### src/rtl/store_narrow.sv
// MEM-stage store narrowing: word-aligns, lane-replicates and buffers SB/SH/SW in a DEPTH-entry FIFO; STORE_MERGE_EN enables tail merging.
// Latency: a store accepted on edge N is presented on mem_* from cycle N+1; misalign_o pulses the cycle after a rejected request.
// Backpressure: in_ready_o = !full (or a merge hit); mem_* held stable until mem_valid_o & mem_ready_i.
module store_narrow #(
    parameter int DEPTH = 2
) (
    input  logic        clk_i,
    input  logic        reset_n_i,
    input  logic        flush_i,
    input  logic        in_valid_i,
    output logic        in_ready_o,
    input  logic [31:0] in_addr_i,
    input  logic [31:0] in_data_i,
    input  logic [1:0]  in_size_i,
    output logic        mem_valid_o,
    input  logic        mem_ready_i,
    output logic [31:0] mem_addr_o,
    output logic [31:0] mem_wdata_o,
    output logic [3:0]  mem_be_o,
    output logic        misalign_o
);
    localparam int PW = (DEPTH > 1) ? $clog2(DEPTH) : 1;
    localparam int CW = $clog2(DEPTH + 1);

    logic [31:0]   addr_q  [DEPTH];
    logic [31:0]   wdata_q [DEPTH];
    logic [3:0]    be_q    [DEPTH];
    logic [31:0]   addr_d  [DEPTH];
    logic [31:0]   wdata_d [DEPTH];
    logic [3:0]    be_d    [DEPTH];
    logic [PW-1:0] wr_ptr_q, wr_ptr_d;
    logic [PW-1:0] rd_ptr_q, rd_ptr_d;
    logic [CW-1:0] count_q, count_d;
    logic [31:0]   out_addr_q, out_addr_d;
    logic [31:0]   out_wdata_q, out_wdata_d;
    logic [3:0]    out_be_q, out_be_d;
    logic          misalign_q, misalign_d;

    logic [31:0]   req_addr;
    logic [31:0]   req_wdata;
    logic [3:0]    req_be;
    logic          req_bad;
    logic          full;
    logic          accept;
    logic          push;
    logic          pop;

    assign req_addr = {in_addr_i[31:2], 2'b00};

    always_comb begin
        req_wdata = in_data_i;
        req_be    = 4'b1111;
        req_bad   = 1'b0;
        case (in_size_i)
            2'b00: begin
                req_wdata = {4{in_data_i[7:0]}};
                req_be    = 4'b0001 << in_addr_i[1:0];
            end
            2'b01: begin
                req_wdata = {2{in_data_i[15:0]}};
                req_be    = in_addr_i[1] ? 4'b1100 : 4'b0011;
                req_bad   = in_addr_i[0];
            end
            2'b10:   req_bad = (in_addr_i[1:0] != 2'b00);
            default: req_bad = 1'b1;
        endcase
    end

    assign full        = (count_q == CW'(DEPTH));
    assign mem_valid_o = (count_q != '0);
    assign accept      = in_valid_i && in_ready_o;
    assign pop         = mem_valid_o && mem_ready_i;

`ifdef STORE_MERGE_EN
    logic [PW-1:0] tail_idx;
    logic          merge_hit;
    logic          merge;

    // Only merge when the tail is not the presented head, so mem_* never changes under the memory.
    assign tail_idx   = wr_ptr_q - PW'(1);
    assign merge_hit  = in_valid_i && !req_bad && (count_q >= CW'(2)) && (addr_q[tail_idx] == req_addr);
    assign in_ready_o = !full || merge_hit;
    assign merge      = accept && merge_hit && !flush_i;
    assign push       = accept && !req_bad && !merge_hit && !flush_i;
`else
    assign in_ready_o = !full;
    assign push       = accept && !req_bad && !flush_i;
`endif

    always_comb begin
        addr_d      = addr_q;
        wdata_d     = wdata_q;
        be_d        = be_q;
        wr_ptr_d    = wr_ptr_q;
        rd_ptr_d    = rd_ptr_q;
        count_d     = count_q;
        out_addr_d  = out_addr_q;
        out_wdata_d = out_wdata_q;
        out_be_d    = out_be_q;
        misalign_d  = accept && req_bad && !flush_i;

        if (flush_i) begin
            wr_ptr_d = '0;
            rd_ptr_d = '0;
            count_d  = '0;
        end else begin
            if (push) begin
                addr_d[wr_ptr_q]  = req_addr;
                wdata_d[wr_ptr_q] = req_wdata;
                be_d[wr_ptr_q]    = req_be;
                wr_ptr_d          = wr_ptr_q + PW'(1);
            end
`ifdef STORE_MERGE_EN
            if (merge) begin
                for (int i = 0; i < 4; i++) begin
                    if (req_be[i]) begin
                        wdata_d[tail_idx][8*i +: 8] = req_wdata[8*i +: 8];
                    end
                end
                be_d[tail_idx] = be_q[tail_idx] | req_be;
            end
`endif
            if (pop) begin
                rd_ptr_d = rd_ptr_q + PW'(1);
            end
            count_d = count_q + {{(CW-1){1'b0}}, push} - {{(CW-1){1'b0}}, pop};
        end

        // Output registers track the post-update head; when empty they keep the last store.
        if (count_d != '0) begin
            out_addr_d  = addr_d[rd_ptr_d];
            out_wdata_d = wdata_d[rd_ptr_d];
            out_be_d    = be_d[rd_ptr_d];
        end
    end

    always_ff @(posedge clk_i or negedge reset_n_i) begin
        if (!reset_n_i) begin
            for (int i = 0; i < DEPTH; i++) begin
                addr_q[i]  <= '0;
                wdata_q[i] <= '0;
                be_q[i]    <= '0;
            end
            wr_ptr_q    <= '0;
            rd_ptr_q    <= '0;
            count_q     <= '0;
            out_addr_q  <= '0;
            out_wdata_q <= '0;
            out_be_q    <= '0;
            misalign_q  <= 1'b0;
        end else begin
            addr_q      <= addr_d;
            wdata_q     <= wdata_d;
            be_q        <= be_d;
            wr_ptr_q    <= wr_ptr_d;
            rd_ptr_q    <= rd_ptr_d;
            count_q     <= count_d;
            out_addr_q  <= out_addr_d;
            out_wdata_q <= out_wdata_d;
            out_be_q    <= out_be_d;
            misalign_q  <= misalign_d;
        end
    end

    assign mem_addr_o  = out_addr_q;
    assign mem_wdata_o = out_wdata_q;
    assign mem_be_o    = out_be_q;
    assign misalign_o  = misalign_q;

endmodule
### config.mk
export PLATFORM = sky130hd
export DESIGN_NAME = store_narrow
export DESIGN_NICKNAME = d
export VERILOG_FILES = /design/src/rtl/store_narrow.sv
export SDC_FILE = /design/constraint.sdc
export NUM_CORES = 1
export LEC_CHECK = 0
export CORE_ASPECT_RATIO = 1.2
export CORE_MARGIN = 2
export CORE_UTILIZATION = 58
export DETAILED_ROUTE_END_ITERATION = 8
export PLACE_DENSITY = 0.85
export SLEW_MARGIN = 0
export SYNTH_ARGS = -nofsm -noshare
export SYNTH_HDL_FRONTEND = slang
export SYNTH_SLANG_ARGS = --single-unit
### constraint.sdc
create_clock -name clk_i -period 4.3 [get_ports clk_i]
set_input_delay 0.43 -clock clk_i [delete_from_list [all_inputs] [get_ports clk_i]]
set_output_delay 0.43 -clock clk_i [all_outputs]
set_load 0.02 [all_outputs]
==> results.cfg, run 1 <==
[outcome]
status = complete, no violations

[flow_run]
max_cap_viol_count = 0

[die]
rows = 49
core_mm2 = 0.0150
die_area_mm2 = 0.0163
fp.dieW_um = 117
die_h_um = 139
pin_count = 142
start_util_pct = 59.3

[placement]
place_area_mm2 = 0.0105
place_hpwl_um = 13300
place_congestion = 0.807
numPortBuffers = 141

[setup_path]
r2r_cells = 10
crit_required_ps = 4720
critical_path_class = in -> reg
crit_arrival_ps = 3950
cp_max_fo = 40
slowest_stage = nor3_4
r2r_slack_ps = 880
worstPathCellList = clkdlybuf4s50_1 > a21oi_1 > o211ai_1 > ha_1 > inv_1 > ha_1 > xor3_1 > o21ai_4 > nor3_4 > buf_4 > a221o_1
critPathBufInv = 3
path_common_cell = ha_1
regToRegStartpoint = count_q[0]$_DFF_PN0_
crit_path_end_kind = flip-flop
start_kind = input pin
r2r_end = mem_wdata_o[5]$_DFFE_PN0P_
crit_family = buffers and inverters
cp_slowest_stage_delay_ps = 820

[routing]
drc_errors = 0
drt_iter0_drc = 445
drt_wl_total_um = 21200
vias = 6060
first_pass_iters = 5
antenna_left = 0
viasPerCell = 6.04
wl_per_cell_um = 21.1

[timing]
slew_headroom_pct = 17.9
tightest_slew_ps = 1230
clock.fmax_mhz = 283
final-hold-violation-count = 0
drv_slew = 0
fin_crit_sh_pct = 82.2
setup_viol = 0
rsz0062_at_grt = no
tns_ps = 0
fin_skew_ps = 13.3
final.min_clock_period_ps = 3540

[grt]
grt-ovfl-total = 0
grt_pass1_wl_um = 34600
grt_max_degree = 151
grt_pass1_vias = 6503
track_usage_pct = 26.9
antenna_found_initial = 0

[power_and_ir_drop]
power_mw = 7.97
internal-power_mw = 5.42
p_leak_nw = 5.02
p_comb_share_pct = 38.1
swShare_pct = 32.1
vdd_ir_drop_max_uv = 489
power_density_mw_per_mm2 = 716
seqPwrFrac_pct = 39.8
p_clk_share_pct = 22.1
p_sw_mw = 2.56

[yosys]
synth.area.top_cells = dfrtp_1 (59%), mux2_4 (8.0%), a221o_1 (7.2%)
yosysTopAreaCell = dfrtp_1
ys_seq_area_share_pct = 59.0
synth_edf_count = 0
yosysWarnings = 0
synthCells = 658
synth_area_mm2 = 0.00887
synth-seq-cells = 209
async_reset_ff_share_pct = 100
yosysTopAreaCellShare_pct = 59.0
avgSynthCellArea_um2 = 13.5
synth_flop_cell = dfrtp_1
synth_nets = 731
synth.distinct_cells = 36

[clock_network]
ctsLongestPathBuffers = 3
cts_tree = yes
cts_setup_buffers = 0
cts-root-buf = clkbuf_16
clk_latency_ps = 490
cts_buffers = 20
cts_resized = 0
cts_hold_repair.buffers = 0
htreeDepth = 1
cts_num_sinks = 209
path_clk_slew_ps = 60

[final_layout]
drive_above_1_share_pct = 18.4
synthToLayoutAreaGrowth_pct = 25.5
stdcell_area_mm2 = 0.0111
n_antenna_cell = 0
layout.nets = 859

[worst_hold_path]
hold_class = in -> async
placed cells by master (no fill, tap or decap), types with 12 or more instances in the layout:
| master | instances |
|---|---|
| a221o_1 | 64 |
| and2_1 | 64 |
| buf_4 | 12 |
| clkbuf_16 | 21 |
| clkdlybuf4s50_1 | 140 |
| dfrtp_1 | 209 |
| mux2_2 | 40 |
| mux2_4 | 47 |
| mux2i_1 | 25 |
| nand2_1 | 13 |
| o21ai_0 | 44 |
| o21ai_1 | 17 |
| o31ai_1 | 18 |
power by group through the flow:
stage,clock network (mW),registers (mW),logic [mW]
floorplan,0,3.43,1.59
global placement,0,3.16,2.89
detailed placement,0,3.19,3.01
CTS,1.79,3.18,3.05
finish,1.76,3.18,3.04
global route,1.89,3.26,3.27
routing by layer:
layer | global-route usage [%] | share of wire, % | vias up
met1 | 37.6 | 41 | 3085
met4 | 6.87 | 2.2 | 0
li1 | - | - | 2660
met5 | 0 | 0 | -
met2 | 42.7 | 49 | 272
met3 | 6.58 | 8.4 | 43
flip-flops by register name, summed over array words and instances, names as in the netlist:
| register | flops |
|---|---|
| addr_q | 64 |
| wdata_q | 64 |
| mem_addr_o | 32 |
| mem_wdata_o | 32 |
| be_q | 8 |
| mem_be_o | 4 |
| count_q | 2 |
| misalign_o | 1 |
| rd_ptr_q | 1 |
| wr_ptr_q | 1 |
cell usage after synthesis (2+ instances only):
cell and n:
and2_1 64, a221o_1 64, nor3_1 2, nand2_1 13, buf_6 5, and2_0 3
or2_2 2, inv_1 9, o21ai_0 44, clkbuf_1 33, nor3_2 2, dfrtp_1 209
nor2_2 2, a31oi_1 2, buf_2 11, nand2b_1 2, ha_1 2, o221ai_1 4
nand3_1 3, o31ai_1 18, mux2_1 7, mux2_4 47, nor2b_1 4, o21ai_1 17
nor2_1 9, or2_1 2, a21oi_1 6, mux2_2 40, mux2i_1 25
per-stage QoR:
step | instances | worst slack, ps | util, % | hold WS [ps]
after floorplan | 658 | 1200 | - | 134
after global placement | 968 | 418 | 70.0 | 459
after detailed placement | 968 | 312 | 70.0 | 465
after CTS | 1004 | 785 | 74.4 | 220
after global routing | 1004 | 657 | 74.4 | 241
final | 1004 | 764 | 74.4 | 64.9
how the worst max path moves through the flow:
stage                    startpoint                         end  slack (ps)  cells past startpoint
6_report               in_addr_i[0]  mem_wdata_o[5]$_DFFE_PN0P_         760                     11
5_1_grt                in_addr_i[0]  mem_wdata_o[0]$_DFFE_PN0P_         660                     11
4_1_cts                in_addr_i[0]  mem_wdata_o[5]$_DFFE_PN0P_         780                     11
3_5_place_dp           in_addr_i[0]  mem_wdata_o[5]$_DFFE_PN0P_         310                     11
3_3_place_gp           in_size_i[0]   mem_addr_o[2]$_DFFE_PN0P_         420                     11
2_1_floorplan  count_q[0]$_DFF_PN0_  mem_addr_o[10]$_DFFE_PN0P_        1200                     12
layout make-up:
cell class              count  area (µm²)
clock buffers              27         588
clock inverters             9        80.1
fillers                   977        3820
inverters                   9        33.8
multi-input cells         391        3400
flip-flops and latches    209        5230
well taps                 204         255
repair buffers            155        1550
logic make-up after synthesis:
kind of cell               Yosys count  synth area share (%)
AOI/OAI and AO/OA                  159                  13.4
xor gates and xnor gates             3                 0.550
adders and majority gates            2                 0.282
buffers and inverters               58                  3.03
DFF                                209                  59.0
muxes                              119                  16.7
and+or+nand+nor                    108                  7.01
worst reg2reg max path, stage by stage (launching register included):
cell and delay (ps):
dfrtp_1 380, nand2b_1 190, o211ai_1 160, ha_1 310, inv_1 40, ha_1 170
xor3_1 290, o21ai_4 110, nor3_4 820, buf_4 600, a221o_1 290
Note: power is estimated with default switching activity, not from simulation.
==> inputs of run 2 (changes only) <==
--- a/config.mk
+++ b/config.mk
@@ -7,9 +7,9 @@
 export LEC_CHECK = 0
 export CORE_ASPECT_RATIO = 1.2
 export CORE_MARGIN = 2
-export CORE_UTILIZATION = 58
+export CORE_UTILIZATION = 48
 export DETAILED_ROUTE_END_ITERATION = 8
-export PLACE_DENSITY = 0.85
+export PLACE_DENSITY = 0.76
 export SLEW_MARGIN = 0
 export SYNTH_ARGS = -nofsm -noshare
 export SYNTH_HDL_FRONTEND = slang
==> constraint.sdc (replaced) <==
create_clock -name clk_i -period 2.9 [get_ports clk_i]
set_input_delay 0.29 -clock clk_i [delete_from_list [all_inputs] [get_ports clk_i]]
set_output_delay 0.29 -clock clk_i [all_outputs]
set_load 0.02 [all_outputs]
==> run 2 against run 1 <==
Effect of this change:
- clock power grew 55%
- hold slack improved by 330 ps
- power is 51% higher
- via count is 0.58% higher
- clock skew fell by 4.8 ps
- sequential share of layout area down 0.98 points
- worst setup slack lost 440 ps
- critical path type is now reg -> reg
- critical endpoint is now mem_addr_o[31]$_DFFE_PN0P_
==> results.cfg, run 2 (synthesis gave the netlist of run 1 again) <==
[routing]
vias = 6095
wl_per_cell_um = 21.2
drt_wl_total_um = 22100
first_pass_iters = 4
antenna_left = 0
drt_iter0_drc = 425
drc_errors = 0
viasPerCell = 5.85

[final_layout]
final_common_cell = dfrtp_1
regArea_mm2 = 0.00523
final_cell_count_no_fill = 1042
reg_top3 = addr_q x64, wdata_q x64
multi_input_area_mm2 = 0.00340
fin_util_pct = 62.6
layout_common_cells = dfrtp_1 (209), clkdlybuf4s50_1 (140), and2_1 (64), a221o_1 (64), mux2_4 (47)
stdcell_area_mm2 = 0.0114
fillers = 1391
drive_above_1_share_pct = 19.9
layout.nets = 878
synthToLayoutAreaGrowth_pct = 28.2
n_antenna_cell = 0

[timing]
drv_slew = 0
final.min_clock_period_ps = 2570
slew_headroom_pct = 53.8
tightest_slew_ps = 693
rsz0062_at_grt = no
tns_ps = 0
final-hold-violation-count = 0
fin_skew_ps = 8.57
setup_viol = 0
clock.fmax_mhz = 388
fin_crit_sh_pct = 88.8

[power_and_ir_drop]
power_density_mw_per_mm2 = 1060
p_leak_nw = 5.14
power_mw = 12.0
vdd_ir_drop_max_uv = 622

[die]
rows = 54
fp.dieW_um = 128
die_area_mm2 = 0.0196
core_mm2 = 0.0182
pin_count = 142
start_util_pct = 48.8
die_h_um = 153

[placement]
numPortBuffers = 141
place_congestion = 0.789
place_hpwl_um = 14300
place_area_mm2 = 0.0107
dp.cells = 1005

[clock_network]
cts_hold_repair.buffers = 1
clk_latency_ps = 490
cts-root-buf = clkbuf_16
cts_resized = 0
cts_tree = yes
cts_buffers = 21
ctsLongestPathBuffers = 3
htreeDepth = 1
cts_setup_buffers = 0
path_clk_slew_ps = 60
cts_num_sinks = 209

[grt]
grt_pass1_wl_um = 36300
grt_max_degree = 85
antenna_found_initial = 0
grt_pass1_vias = 6622
grt-ovfl-total = 0
track_usage_pct = 23.2

[setup_path]
start_kind = flip-flop
crit_path_end_kind = flip-flop
critical_path_class = reg -> reg
crit_arrival_ps = 2990
crit_required_ps = 3320
cp_max_fo = 39

[outcome]
status = complete, no violations

[worst_hold_path]
hold_class = in -> async

[flow_run]
max_cap_viol_count = 0
[run 2: changes by cell type in the layout (fill, tap and decap cells not counted)]
cell / previous run / this run
clkinvlp_4: 4 / 0
clkbuf_8: 5 / 6
buf_12: 2 / 6
clkbuf_1: 2 / 4
nand2b_2: 0 / 1
dlygate4sd3_1: 0 / 1
buf_4: 12 / 25
nand2b_1: 2 / 1
bufinv_16: 1 / 2
[run 2: worst max-delay path, stage by stage, from the launching register on]
cell	delay, ps
dfrtp_1	400
nand2b_2	220
o211ai_1	130
ha_1	280
inv_1	60
ha_1	140
xor3_1	270
o21ai_4	250
buf_4	410
and2_1	210
a221o_1	120
[run 2: layout make-up]
| type | count | share of cell area (%) |
|---|---|---|
| Sequential cell | 209 | 46.0 |
| Inverter | 9 | 0.297 |
| Clock buffer | 30 | 5.36 |
| Tap cell | 224 | 2.46 |
| Clock inverter | 6 | 0.704 |
| Multi-Input combinational cell | 391 | 29.9 |
| Timing Repair Buffer | 173 | 15.2 |
[run 2: metal layers]
metal | up-vias | GRT usage, % | wire, µm
li1 | 2690 | - | -
met1 | 3162 | 32.0 | 9520
met2 | 206 | 37.7 | 10600
met3 | 37 | 5.18 | 1560
met4 | 0 | 5.81 | 439
met5 | - | 0 | 0
[run 2: where the power goes]
group	switching [mW]	internal, mW	leakage, nW
clock network	1.09	1.63	0.343
registers	0.506	4.21	2.62
logic	2.23	2.37	2.18
total	3.82	8.22	5.14
[run 2: metrics by stage]
| stage | worst slack, ps | hold slack (ps) |
|---|---|---|
| 4_1_cts | 307 | 443 |
| 3_3_place_gp | -0.374 | 371 |
| 2_1_floorplan | -26.2 | -5.59 |
| 3_5_place_dp | -86.6 | 389 |
| 6_report | 326 | 398 |
| 5_1_grt | 159 | 447 |
[run 2: path summary, 6_finish.rpt]
kind / start / depth (start not counted) / slack (ps) / to
min in group clk_i: in_addr_i[3] / 2 / 460 / addr_q[3]$_DFF_PN0_
worst max-delay path: count_q[0]$_DFF_PN0_ / 10 / 330 / mem_addr_o[31]$_DFFE_PN0P_
worst min register to register: be_q[3]$_DFF_PN0_ / 2 / 480 / be_q[3]$_DFF_PN0_
worst min-delay path: reset_n_i / 2 / 400 / addr_q[33]$_DFF_PN0_
max in group asynchronous: reset_n_i / 3 / 1620 / mem_addr_o[19]$_DFFE_PN0P_
worst max register to register: count_q[0]$_DFF_PN0_ / 10 / 330 / mem_addr_o[31]$_DFFE_PN0P_
==> inputs of run 3 (changes only) <==
--- a/config.mk
+++ b/config.mk
@@ -10,6 +10,7 @@
 export CORE_UTILIZATION = 48
 export DETAILED_ROUTE_END_ITERATION = 8
 export PLACE_DENSITY = 0.76
+export RECOVER_POWER = 50
 export SLEW_MARGIN = 0
 export SYNTH_ARGS = -nofsm -noshare
 export SYNTH_HDL_FRONTEND = slang
==> run 3 against run 2 <==
Effect of this change:
- the flow now finishes with violations (max-capacitance violations, max-slew violations)
- combinational power fell by 1%
- worst setup slack got worse by 99 ps
- clock power barely moved
- power fell by 0.43%
- wire length barely moved
- final cell count did not move
- clock skew barely moved
- register-to-register slack got worse by 40 ps
- critical path type is now in -> reg
- critical endpoint is now mem_addr_o[27]$_DFFE_PN0P_
- highest routed layer unchanged
==> results.cfg, run 3 (synthesis gave the netlist of run 1 again) <==
[die]
core_mm2 = 0.0182
die_h_um = 153
fp.dieW_um = 128
die_area_mm2 = 0.0196
pin_count = 142
rows = 54
start_util_pct = 48.8

[setup_path]
worstPathCellList = dlygate4sd3_1 > a21oi_1 > o211ai_1 > buf_4 > nor2_4 > clkbuf_1 > mux2_1 > a221o_1
cp_max_fo = 33
critical_path_class = in -> reg
r2r_end = mem_addr_o[27]$_DFFE_PN0P_
crit_family = buffers and inverters
r2r_slack_ps = 290
critPathCapture = mem_addr_o[27]$_DFFE_PN0P_
cp_slowest_stage_delay_ps = 640
critPathBufInv = 3
crit_arrival_ps = 3040
start_kind = input pin
slowest_stage = clkbuf_1
r2r_cells = 7
regToRegStartpoint = count_q[0]$_DFF_PN0_
worstSetupPathDepth = 8
crit_required_ps = 3260
crit_path_end_kind = flip-flop
crit_start = in_addr_i[0]

[outcome]
violations = max-capacitance violations, max-slew violations
status = complete, but fails checks

[final_layout]
stdcell_area_mm2 = 0.0113
regArea_mm2 = 0.00523
fin_util_pct = 62.4
n_antenna_cell = 0
multi_input_area_mm2 = 0.00340
final_common_cell = dfrtp_1
layout.nets = 878
reg_top3 = addr_q x64, wdata_q x64
drive_above_1_share_pct = 19.6
layout_common_cells = dfrtp_1 (209), clkdlybuf4s50_1 (119), and2_1 (64), a221o_1 (64), mux2_4 (47)
synthToLayoutAreaGrowth_pct = 27.9
fillers = 1398

[power_and_ir_drop]
power_density_mw_per_mm2 = 1060
vdd_ir_drop_max_uv = 612
p_leak_nw = 5.16

[grt]
grt_max_degree = 85
grt_pass1_wl_um = 36300
grt_pass1_vias = 6622
track_usage_pct = 23.2
grt-ovfl-total = 0
antenna_found_initial = 0

[timing]
fin_crit_sh_pct = 92.2
fin_skew_ps = 8.73
final.min_clock_period_ps = 2670
drv_slew = 84
rsz0062_at_grt = no
final-hold-violation-count = 0
setup_viol = 0
clock.fmax_mhz = 374
tightest_slew_ps = 2120
slew_headroom_pct = -41.6

[routing]
viasPerCell = 5.87
first_pass_iters = 5
vias = 6116
drc_errors = 0
wl_per_cell_um = 21.3
drt_wl_total_um = 22100
antenna_left = 0
drt_iter0_drc = 439

[clock_network]
htreeDepth = 1
cts-root-buf = clkbuf_16
path_clk_slew_ps = 60
cts_num_sinks = 209
ctsLongestPathBuffers = 3
cts_setup_buffers = 0
cts_tree = yes
cts_buffers = 21
clk_latency_ps = 490

[placement]
place_congestion = 0.789
place_area_mm2 = 0.0107
place_hpwl_um = 14300
numPortBuffers = 141

[worst_hold_path]
hold_class = in -> reg

[flow_run]
max_cap_viol_count = 1
run 3: changes by cell type in the layout (fill, tap and decap cells not counted), moves of 2 or more:
cell | previous run | this run
buf_4 | 25 | 23
clkbuf_1 | 4 | 6
clkdlybuf4s50_1 | 140 | 119
dlygate4sd3_1 | 1 | 22
run 3: per-layer routing:
| metal | wire length (µm) | up-vias | global-route usage (%) |
|---|---|---|---|
| met3 | 1590 | 37 | 5.18 |
| met4 | 431 | 0 | 5.81 |
| met1 | 9460 | 3163 | 32.0 |
| met2 | 10700 | 224 | 37.7 |
| met5 | 0 | - | 0 |
| li1 | - | 2692 | - |
run 3: through the flow:
stage          setup slack, ps  setup TNS [ps]  std cells  total power, mW  hold slack, ps
6_report                   226               0       1042             12.0             456
5_1_grt                    132               0       1042             12.7             447
4_1_cts                    307               0       1042             12.1             443
3_5_place_dp             -86.6           -2660       1005             9.32             389
3_3_place_gp            -0.374          -0.374       1005             9.08             371
2_1_floorplan            -26.2           -1570        658             7.46           -5.59
run 3: how the worst min path moves through the flow:
stage                 start                    to  slack (ps)  cells after the start
2_1_floorplan     reset_n_i   addr_q[0]$_DFF_PN0_          -6                      0
3_3_place_gp      reset_n_i  misalign_o$_DFF_PN0_         370                      1
3_5_place_dp      reset_n_i  misalign_o$_DFF_PN0_         390                      1
4_1_cts           reset_n_i  misalign_o$_DFF_PN0_         440                      2
5_1_grt        in_addr_i[6]   addr_q[6]$_DFF_PN0_         450                      2
6_report       in_addr_i[3]   addr_q[3]$_DFF_PN0_         460                      2
run 3: cell type report:
cell class	instances	share of cell area, %
clock inverters	6	0.706
flip-flops and latches	209	46.1
repair buffers	173	15.1
inverters	9	0.298
clock buffers	30	5.37
well taps	224	2.47
multi-input cells	391	29.9
run 3: power by group:
| group | internal [mW] | switching, mW | total, mW |
|---|---|---|---|
| logic | 2.32 | 2.23 | 4.55 |
| clock network | 1.63 | 1.09 | 2.73 |
| registers | 4.22 | 0.499 | 4.71 |
| total | 8.17 | 3.82 | 12.0 |
run 3: timing repair:
| item | CTS | global route |
|---|---|---|
| hold buffers | 1 | 0 |
| endpoints found under the hold margin | 81 | 0 |
| gates resized for setup | 0 | 0 |
